## config.mk

```make
export PLATFORM = sky130hd
export DESIGN_NAME = fpu_channel_port
export DESIGN_NICKNAME = d
export VERILOG_FILES = /design/src/rtl/fpu_channel_port.sv
export SDC_FILE = /design/constraint.sdc
export NUM_CORES = 1
export LEC_CHECK = 0
export CAP_MARGIN = 10
export CORE_UTILIZATION = 50
export CTS_CLUSTER_SIZE = 12
export DETAILED_ROUTE_END_ITERATION = 10
export HOLD_SLACK_MARGIN = 0.08
export MAX_ROUTING_LAYER = met4
export PLACE_DENSITY = 0.8
export SYNTH_ARGS = -nofsm -noshare
export SYNTH_HDL_FRONTEND = slang
export SYNTH_SLANG_ARGS = --single-unit
```

## constraint.sdc

```tcl
create_clock -name clk -period 4.26 [get_ports clk]
set_clock_uncertainty 0.15 [all_clocks]
set_input_delay 1.065 -clock clk [delete_from_list [all_inputs] [get_ports clk]]
set_output_delay 1.065 -clock clk [all_outputs]
set_load 0.005 [all_outputs]
```

## src/rtl/fpu_channel_port.sv

```systemverilog
// FPU-side CCN endpoint: outbound send FIFO with retry, receive sequencer (register/wait/unregister),
// and a valid/ready result register. Define PERSIST_RECV_EN to honour core_recv_persist.
module fpu_channel_port #(
    parameter int TX_DEPTH       = 4,
    parameter int TIMEOUT_CYCLES = 0
) (
    input  logic        clk,
    input  logic        reset,
    input  logic        core_send_valid,
    output logic        core_send_ready,
    input  logic [7:0]  core_send_chan,
    input  logic [31:0] core_send_msg,
    input  logic        core_recv_req,
    input  logic [7:0]  core_recv_chan,
    input  logic        core_recv_persist,
    input  logic        core_recv_cancel,
    output logic        core_recv_busy,
    output logic        core_rx_valid,
    input  logic        core_rx_ready,
    output logic [7:0]  core_rx_chan,
    output logic [31:0] core_rx_msg,
    output logic [1:0]  core_rx_status,
    output logic [7:0]  ccn_send_chan,
    output logic [31:0] ccn_send_msg,
    output logic        ccn_send_valid,
    input  logic        ccn_send_ready,
    input  logic [7:0]  ccn_recv_chan,
    input  logic [31:0] ccn_recv_msg,
    input  logic        ccn_recv_valid,
    output logic        ccn_recv_ready,
    output logic [7:0]  ccn_reg_chan,
    output logic        ccn_reg_valid,
    input  logic        ccn_reg_ready,
    output logic [7:0]  ccn_unreg_chan,
    output logic        ccn_unreg_valid,
    input  logic        ccn_unreg_ready,
    output logic [15:0] dbg_drop_count,
    output logic [15:0] dbg_tx_count
);
    localparam int PW = $clog2(TX_DEPTH);
    localparam logic [PW:0] DEPTH_CNT = (PW+1)'(TX_DEPTH);
    localparam logic [PW:0] CNT_ONE = (PW+1)'(1);
    localparam logic [31:0] TMO_LAST = (TIMEOUT_CYCLES == 0) ? 32'd0 : 32'(TIMEOUT_CYCLES - 1);

    typedef enum logic [1:0] {TX_IDLE, TX_SEND, TX_CHK} tx_state_t;
    typedef enum logic [2:0] {RX_IDLE, RX_REG, RX_REG_CHK, RX_WAIT, RX_UNREG, RX_RESP} rx_state_t;

    logic [7:0]  tx_chan_mem [TX_DEPTH];
    logic [31:0] tx_msg_mem  [TX_DEPTH];
    logic [PW-1:0] wr_ptr_q, rd_ptr_q;
    logic [PW:0]   count_q;
    logic [15:0]   tx_cnt_q, drop_cnt_q;
    tx_state_t     tx_state_q, tx_state_d;
    logic          push, pop, full;

    rx_state_t   rx_state_q, rx_state_d;
    logic [7:0]  chan_q, chan_d, rx_chan_q, rx_chan_d;
    logic [31:0] rx_msg_q, rx_msg_d, timer_q, timer_d;
    logic [1:0]  status_q, status_d;
    logic        persist_q, persist_d, persist_in, captured, timeout_hit;
    logic        unused_inputs;

`ifdef PERSIST_RECV_EN
    assign persist_in = core_recv_persist;
`else
    assign persist_in = 1'b0;
`endif
    assign unused_inputs = ^{ccn_unreg_ready, core_recv_persist};

    assign full            = (count_q == DEPTH_CNT);
    assign core_send_ready = !full;
    assign push            = core_send_valid && !full;
    // Head entry is only driven while the TX FSM owns it, so idle/reset outputs read as zero.
    assign ccn_send_chan   = (tx_state_q != TX_IDLE) ? tx_chan_mem[rd_ptr_q] : 8'd0;
    assign ccn_send_msg    = (tx_state_q != TX_IDLE) ? tx_msg_mem[rd_ptr_q] : 32'd0;
    assign dbg_tx_count    = tx_cnt_q;

    always_ff @(posedge clk) begin
        if (push) begin
            tx_chan_mem[wr_ptr_q] <= core_send_chan;
            tx_msg_mem[wr_ptr_q]  <= core_send_msg;
        end
    end

    always_comb begin
        tx_state_d     = tx_state_q;
        pop            = 1'b0;
        ccn_send_valid = 1'b0;
        case (tx_state_q)
            TX_IDLE: if (count_q != '0) tx_state_d = TX_SEND;
            TX_SEND: begin
                ccn_send_valid = 1'b1;
                tx_state_d     = TX_CHK;
            end
            TX_CHK: begin
                if (ccn_send_ready) begin
                    pop        = 1'b1;
                    tx_state_d = ((count_q > CNT_ONE) || push) ? TX_SEND : TX_IDLE;
                end else begin
                    tx_state_d = TX_SEND;
                end
            end
            default: tx_state_d = TX_IDLE;
        endcase
    end

    always_ff @(posedge clk or posedge reset) begin
        if (reset) begin
            tx_state_q <= TX_IDLE;
            wr_ptr_q   <= '0;
            rd_ptr_q   <= '0;
            count_q    <= '0;
            tx_cnt_q   <= '0;
        end else begin
            tx_state_q <= tx_state_d;
            if (push) wr_ptr_q <= wr_ptr_q + 1'b1;
            if (pop) rd_ptr_q <= rd_ptr_q + 1'b1;
            case ({push, pop})
                2'b10:   count_q <= count_q + CNT_ONE;
                2'b01:   count_q <= count_q - CNT_ONE;
                default: count_q <= count_q;
            endcase
            if (pop && tx_cnt_q != 16'hFFFF) tx_cnt_q <= tx_cnt_q + 16'd1;
        end
    end

    assign captured    = (rx_state_q == RX_WAIT) && ccn_recv_valid && (ccn_recv_chan == chan_q);
    assign timeout_hit = (TIMEOUT_CYCLES != 0) && (timer_q == TMO_LAST);

    always_comb begin
        rx_state_d = rx_state_q;
        chan_d     = chan_q;
        persist_d  = persist_q;
        timer_d    = timer_q;
        status_d   = status_q;
        rx_chan_d  = rx_chan_q;
        rx_msg_d   = rx_msg_q;
        case (rx_state_q)
            RX_IDLE: begin
                if (core_recv_req) begin
                    chan_d     = core_recv_chan;
                    persist_d  = persist_in;
                    rx_state_d = RX_REG;
                end
            end
            RX_REG: rx_state_d = RX_REG_CHK;
            RX_REG_CHK: begin
                if (!ccn_reg_ready) begin
                    status_d   = 2'd2;
                    rx_chan_d  = chan_q;
                    rx_msg_d   = 32'd0;
                    rx_state_d = RX_RESP;
                end else begin
                    timer_d    = 32'd0;
                    rx_state_d = RX_WAIT;
                end
            end
            RX_WAIT: begin
                if (captured) begin
                    status_d   = 2'd0;
                    rx_chan_d  = ccn_recv_chan;
                    rx_msg_d   = ccn_recv_msg;
                    rx_state_d = persist_q ? RX_RESP : RX_UNREG;
                end else if (core_recv_cancel || timeout_hit) begin
                    status_d   = core_recv_cancel ? 2'd3 : 2'd1;
                    rx_chan_d  = chan_q;
                    rx_msg_d   = 32'd0;
                    rx_state_d = RX_UNREG;
                end else begin
                    timer_d = timer_q + 32'd1;
                end
            end
            RX_UNREG: rx_state_d = RX_RESP;
            RX_RESP: begin
                if (core_rx_ready) begin
                    if (persist_q && status_q == 2'd0) begin
                        timer_d    = 32'd0;
                        rx_state_d = RX_WAIT;
                    end else begin
                        rx_state_d = RX_IDLE;
                    end
                end
            end
            default: rx_state_d = RX_IDLE;
        endcase
    end

    always_ff @(posedge clk or posedge reset) begin
        if (reset) begin
            rx_state_q <= RX_IDLE;
            chan_q     <= '0;
            persist_q  <= 1'b0;
            timer_q    <= '0;
            status_q   <= '0;
            rx_chan_q  <= '0;
            rx_msg_q   <= '0;
            drop_cnt_q <= '0;
        end else begin
            rx_state_q <= rx_state_d;
            chan_q     <= chan_d;
            persist_q  <= persist_d;
            timer_q    <= timer_d;
            status_q   <= status_d;
            rx_chan_q  <= rx_chan_d;
            rx_msg_q   <= rx_msg_d;
            if (ccn_recv_valid && !captured && drop_cnt_q != 16'hFFFF)
                drop_cnt_q <= drop_cnt_q + 16'd1;
        end
    end

    assign core_recv_busy  = (rx_state_q != RX_IDLE);
    assign ccn_reg_valid   = (rx_state_q == RX_REG);
    assign ccn_reg_chan    = ccn_reg_valid ? chan_q : 8'd0;
    assign ccn_unreg_valid = (rx_state_q == RX_UNREG);
    assign ccn_unreg_chan  = ccn_unreg_valid ? chan_q : 8'd0;
    assign ccn_recv_ready  = (rx_state_q == RX_WAIT);
    assign core_rx_valid   = (rx_state_q == RX_RESP);
    assign core_rx_chan    = rx_chan_q;
    assign core_rx_msg     = rx_msg_q;
    assign core_rx_status  = status_q;
    assign dbg_drop_count  = drop_cnt_q;
endmodule
```

==> qor.yml <==
run_status:
  status: "completed"
logic_synthesis:
  synth.area.top_cells: "edfxtp_1, dfrtp_1, mux4_2"
  synth_cells: 613
  yosysTopAreaCell: "edfxtp_1"
  ys_types: 41
  synth_top_family_by_area: "multiplexers"
  syn-cell-area_um2: 10300
  avgSynthCellArea_um2: 16.7
  synth_top_area_share: 0.468
  yosys.area_share.simple: 0.0901
  synthAdderAreaFrac: 0.0122
  synth-compound-area-share: 0.0406
  synthMuxAreaShare: 0.111
  synth_seq_area_share: 0.697
  yosys.area_share.xor_xnor: 0.0341
  synth_nets: 722
  synth_warnings: 0
  synth_seq_cells: 254
sta:
  worst_slew_pin_slew_ns: 0.940
  relSlewSlack: 0.365
  fin_tns_setup_ns: 0
  rsz0062_at_grt: "false"
  fin_ws_ns: 0.372
  fin_crit_sh: 0.913
  final_hold_viol_count: 0
  max_freq_mhz: 257
  fin_crit_ns: 3.89
  setup_violations: 0
  holdWs_ns: 0.350
  drv_slew: 0
cts:
  tritoncts: "yes"
  clk_pin_slew_ns: 0.06
  cts_num_sinks: 254
  clockBufferDepth: 3
  root_buffer: "clkbuf_16"
  insertion_delay_ns: 0.52
  cts_resized: 0
  ctsHtreeMaxLevel: 1
  cts_hold_buf: 0
  numCtsBuffers: 26
  post_cts_buffers: 0
place:
  post-place-ws_ns: 0.831
  place_congestion: 0.807
  place_hpwl_um: 15400
  port-buffer-count: 233
setup_path:
  crit_fanout: 32
  startpoint_type: "register"
  critPathKind: "register to output pin"
  crit_path_end_kind: "output pin"
  worstPathArrival_ns: 2.67
  crit_required_ns: 3.04
routing:
  vias: 6333
  drt-total-wl_um: 22900
  drt_first_pass_iters: 5
  routedWlPerCell_um: 19.8
  first_iter_violations: 328
  vias_per_cell: 5.48
  ant_nets: 0
  drc_errors: 0
floorplan:
  die_x_um: 145
  start_util: 0.509
  ios: 236
  die_h_um: 145
  coreArea_um2: 20200
  fp.dieArea_um2: 21100
  num_rows: 52
final_layout:
  fin_util: 0.687
  most-common-layout-cells: "clkdlybuf4s50_1, edfxtp_1, dfrtp_1, nor2b_1, mux4_2"
  final_common_cell: "clkdlybuf4s50_1"
  nets: 974
  drive_above_1_share: 0.138
  antenna_cells: 0
  syn_to_final_growth_pct: 34.9
min_path:
  hp-class: "register to register"
grt:
  grt_max_degree: 46
  overflow: 0
  grt_pass1_wl_um: 37100
  grt-busiest-layer: "met2"
  grt_util_all_layers: 0.230
  grtUsageMet2: 0.390
  antenna_found_initial: 0
  grt_use_met3: 0.0475
  met1_usage: 0.285
  grt_pass1_vias: 7017
power_and_ir_drop:
  power_leakage_uw: 0.00520
  p_per_area_nw_per_um2: 621
  design_power_total_uw: 8600
  max-vdd-ir-drop_uv: 344
run:
  maxCapViolCount: 0
-- Yosys cell counts --
cell        n
a21oi_1     6
nor3_1      4
nand2b_1    3
xnor2_1    29
o21ai_0     6
a311oi_1    1
nand4_1     8
nand4_2     1
and3b_1     2
o211ai_1    1
clkbuf_1   15
nor2b_1    43
a31oi_1     4
nor3b_1     3
buf_2       6
o211a_1     1
edfxtp_1  160
nand3_1    14
and3_1     12
or3_1       2
a22o_1     32
mux4_2     40
o311ai_0    1
nand4b_1    1
inv_1      13
nand3b_1    1
dfrtp_1    94
nor2_1     19
mux2_2     11
o21a_1      1
mux2i_1     1
o21ai_2     1
and2_1     19
or2_2       2
ha_1       10
buf_1       4
xor2_1     11
mux2_4      7
nor4_4      1
and4_1      6
nand2_1    17
-- cell families (layout without fill, tap and decap cells) --
| logic type | count (synthesis) | in the layout |
|---|---|---|
| xor+xnor | 40 | 40 |
| flops | 254 | 254 |
| simple gates | 158 | 158 |
| fa+ha+maj | 10 | 10 |
| compound gates | 54 | 54 |
| buf+inv | 38 | 310 |
| mux | 59 | 59 |
-- path summary, 6_finish.rpt --
kind / startpoint / cells past startpoint / slack, ns / to
hold / removal: dbg_tx_count[15] / 1 / 0.35 / dbg_tx_count[15]
min in group asynchronous: reset / 2 / 0.87 / core_rx_msg[1]
max in group asynchronous: reset / 3 / 2.33 / core_rx_status[0]
setup / recovery: rd_ptr_q[0] / 4 / 0.37 / ccn_send_chan[6]
setup reg to reg: dbg_tx_count[10] / 5 / 1.92 / dbg_tx_count[5]
hold reg to reg: dbg_tx_count[15] / 1 / 0.35 / dbg_tx_count[15]
-- sequential cells by signal, indices dropped and copies added (netlist names) --
| signal | flops |
|---|---|
| core_rx_chan | 8 |
| tx_chan_mem | 32 |
| core_rx_status | 2 |
| count_q | 3 |
| tx_state_q | 2 |
| dbg_drop_count | 16 |
| rd_ptr_q | 2 |
| rx_state_q | 3 |
| tx_msg_mem | 128 |
| core_rx_msg | 32 |
| wr_ptr_q | 2 |
| dbg_tx_count | 16 |
| chan_q | 8 |
-- power by group --
group | leakage (µW) | switching (µW) | internal (µW)
combinational | 0.00211 | 1190 | 1710
sequential | 0.00268 | 350 | 3160
clock | 0.000404 | 886 | 1300
total | 0.00520 | 2430 | 6170
-- layer usage --
metal / vias up / part of all wire / wire length [µm]
li1: 2823 / - / -
met1: 3214 / 0.40 / 9210
met2: 267 / 0.51 / 11700
met3: 29 / 0.073 / 1670
met4: 0 / 0.015 / 351
met5: - / 0 / 0
-- critical path, stage by stage, from the launching register on --
cell and delay, ns:
dfrtp_2 0.62, buf_12 0.32, mux4_2 0.55, nor2b_1 0.16, clkdlybuf4s50_1 0.47
-- layout make-up --
cell class              instances  area [µm²]
clock buffers                  45         782
flip-flops and latches        254        7160
fillers                      1377        6320
repair buffers                249        2490
well taps                     270         338
clock inverters                 3        51.3
multi-input cells             321        2980
inverters                      13        50.0
-- per-stage QoR --
| step | cell area [µm²] | cells |
|---|---|---|
| finish | 13800 | 1155 |
| global route | 13800 | 1155 |
| CTS | 13800 | 1155 |
| detailed placement | 13000 | 1107 |
| global placement | 13000 | 1107 |
| floorplan | 10300 | 613 |
No activity file was read; power rests on OpenSTA's default activity.
==> patch, RTL diff (same flow settings) <==
`TX_DEPTH`: 4 -> 2.
--- a/src/rtl/fpu_channel_port.sv
+++ b/src/rtl/fpu_channel_port.sv
@@ -1,7 +1,7 @@
 // FPU-side CCN endpoint: outbound send FIFO with retry, receive sequencer (register/wait/unregister),
 // and a valid/ready result register. Define PERSIST_RECV_EN to honour core_recv_persist.
 module fpu_channel_port #(
-    parameter int TX_DEPTH       = 4,
+    parameter int TX_DEPTH       = 2,
     parameter int TIMEOUT_CYCLES = 0
 ) (
     input  logic        clk,
Check against the original RTL: not equivalent (Yosys sat finds a counterexample within 4 cycles, from zero or initial values and one cycle with reset high).
==> patch against the original RTL <==
- die area is 31% lower
- synthesized area down 31%
- global-route usage increased by 1.8 points
- worst setup slack improved by 0.32 ns
- fmax is 8.8% higher
- first-iteration DRC count fell by 16%
- final area fell by 26%
- total power down 29%
- wire length fell by 26%
- sequential cell count down 83
- sequential share of layout area shrank 5.9 points
- register-to-register slack got worse by 0.16 ns
- critical path type unchanged
==> patch: results <==
[synth]
synthArstFlopShare_pct = 53.2
ys_ff_latch = 171
seq_area_frac_synth_pct = 66.4
synthesis.nets = 614
synth.area.top_cells = "edfxtp_1 34%, dfrtp_1 32%, mux2i_1 5.7%"
synth_common_cells = "91 x dfrtp_1, 80 x edfxtp_1, 56 x nor2_1"

[layout]
fill_cells = 886
multi_input_area_share_pct = 21.9
drive_gt1_share_pct = 8.29
nets = 852
clock_buffers = 18
multi_input_cells = 304
nonClkBufAreaFrac_pct = 23.6

[sta]
tightest_slew_ns = 0.948

[routing]
routed-via-count = 4962
drt_iter0_drc = 277
met3_length_um = 1380

[global_route]
use_met1_pct = 28.5
use_met3_pct = 8.49
grt_pass1_vias = 5131

[power_and_ir_drop]
irDropWorstVdd_v = 0.000279

[setup_path]
critPathCapture = "ccn_reg_chan[0]"
crit_fanout = 9
critPathArrivalTime_ns = 2.36
reg2reg_slack_ns = 1.76
slowest_delay_ns = 0.51
r2r_cells = 6

[placement]
place_inst = 908
dp_hpwl_um = 11800
placed_cell_area_mm2 = 0.00960
gp_congestion = 0.836

[floorplan]
die-area_mm2 = 0.0146

[cts]
insertion_delay_ns = 0.42

[status]
outcome = "complete, no violations"
## patch: cell types whose count changed after synthesis, moves of 5 or more
cell | before | now
nor2b_1 | 43 | 8
xnor2_1 | 29 | 24
edfxtp_1 | 160 | 80
clkbuf_1 | 15 | 10
mux4_2 | 40 | 0
xor2_1 | 11 | 17
nor3_1 | 4 | 10
and3_1 | 12 | 3
and4_1 | 6 | 1
mux2i_1 | 1 | 40
nor2_1 | 19 | 56
## patch: logic make-up after synthesis
logic type / synth area share (%)
buffers and inverters: 2.06
muxes: 9.09
DFF: 66.4
adders and majority gates: 1.07
AOI/OAI and AO/OA: 5.72
xor gates and xnor gates: 5.10
and+or+nand+nor: 10.5
## patch: power by group
part / total, mW / switching [mW] / internal [mW]
Combinational: 2.10 / 0.886 / 1.22
Sequential: 2.42 / 0.291 / 2.13
Clock: 1.62 / 0.636 / 0.984
Total: 6.14 / 1.81 / 4.33
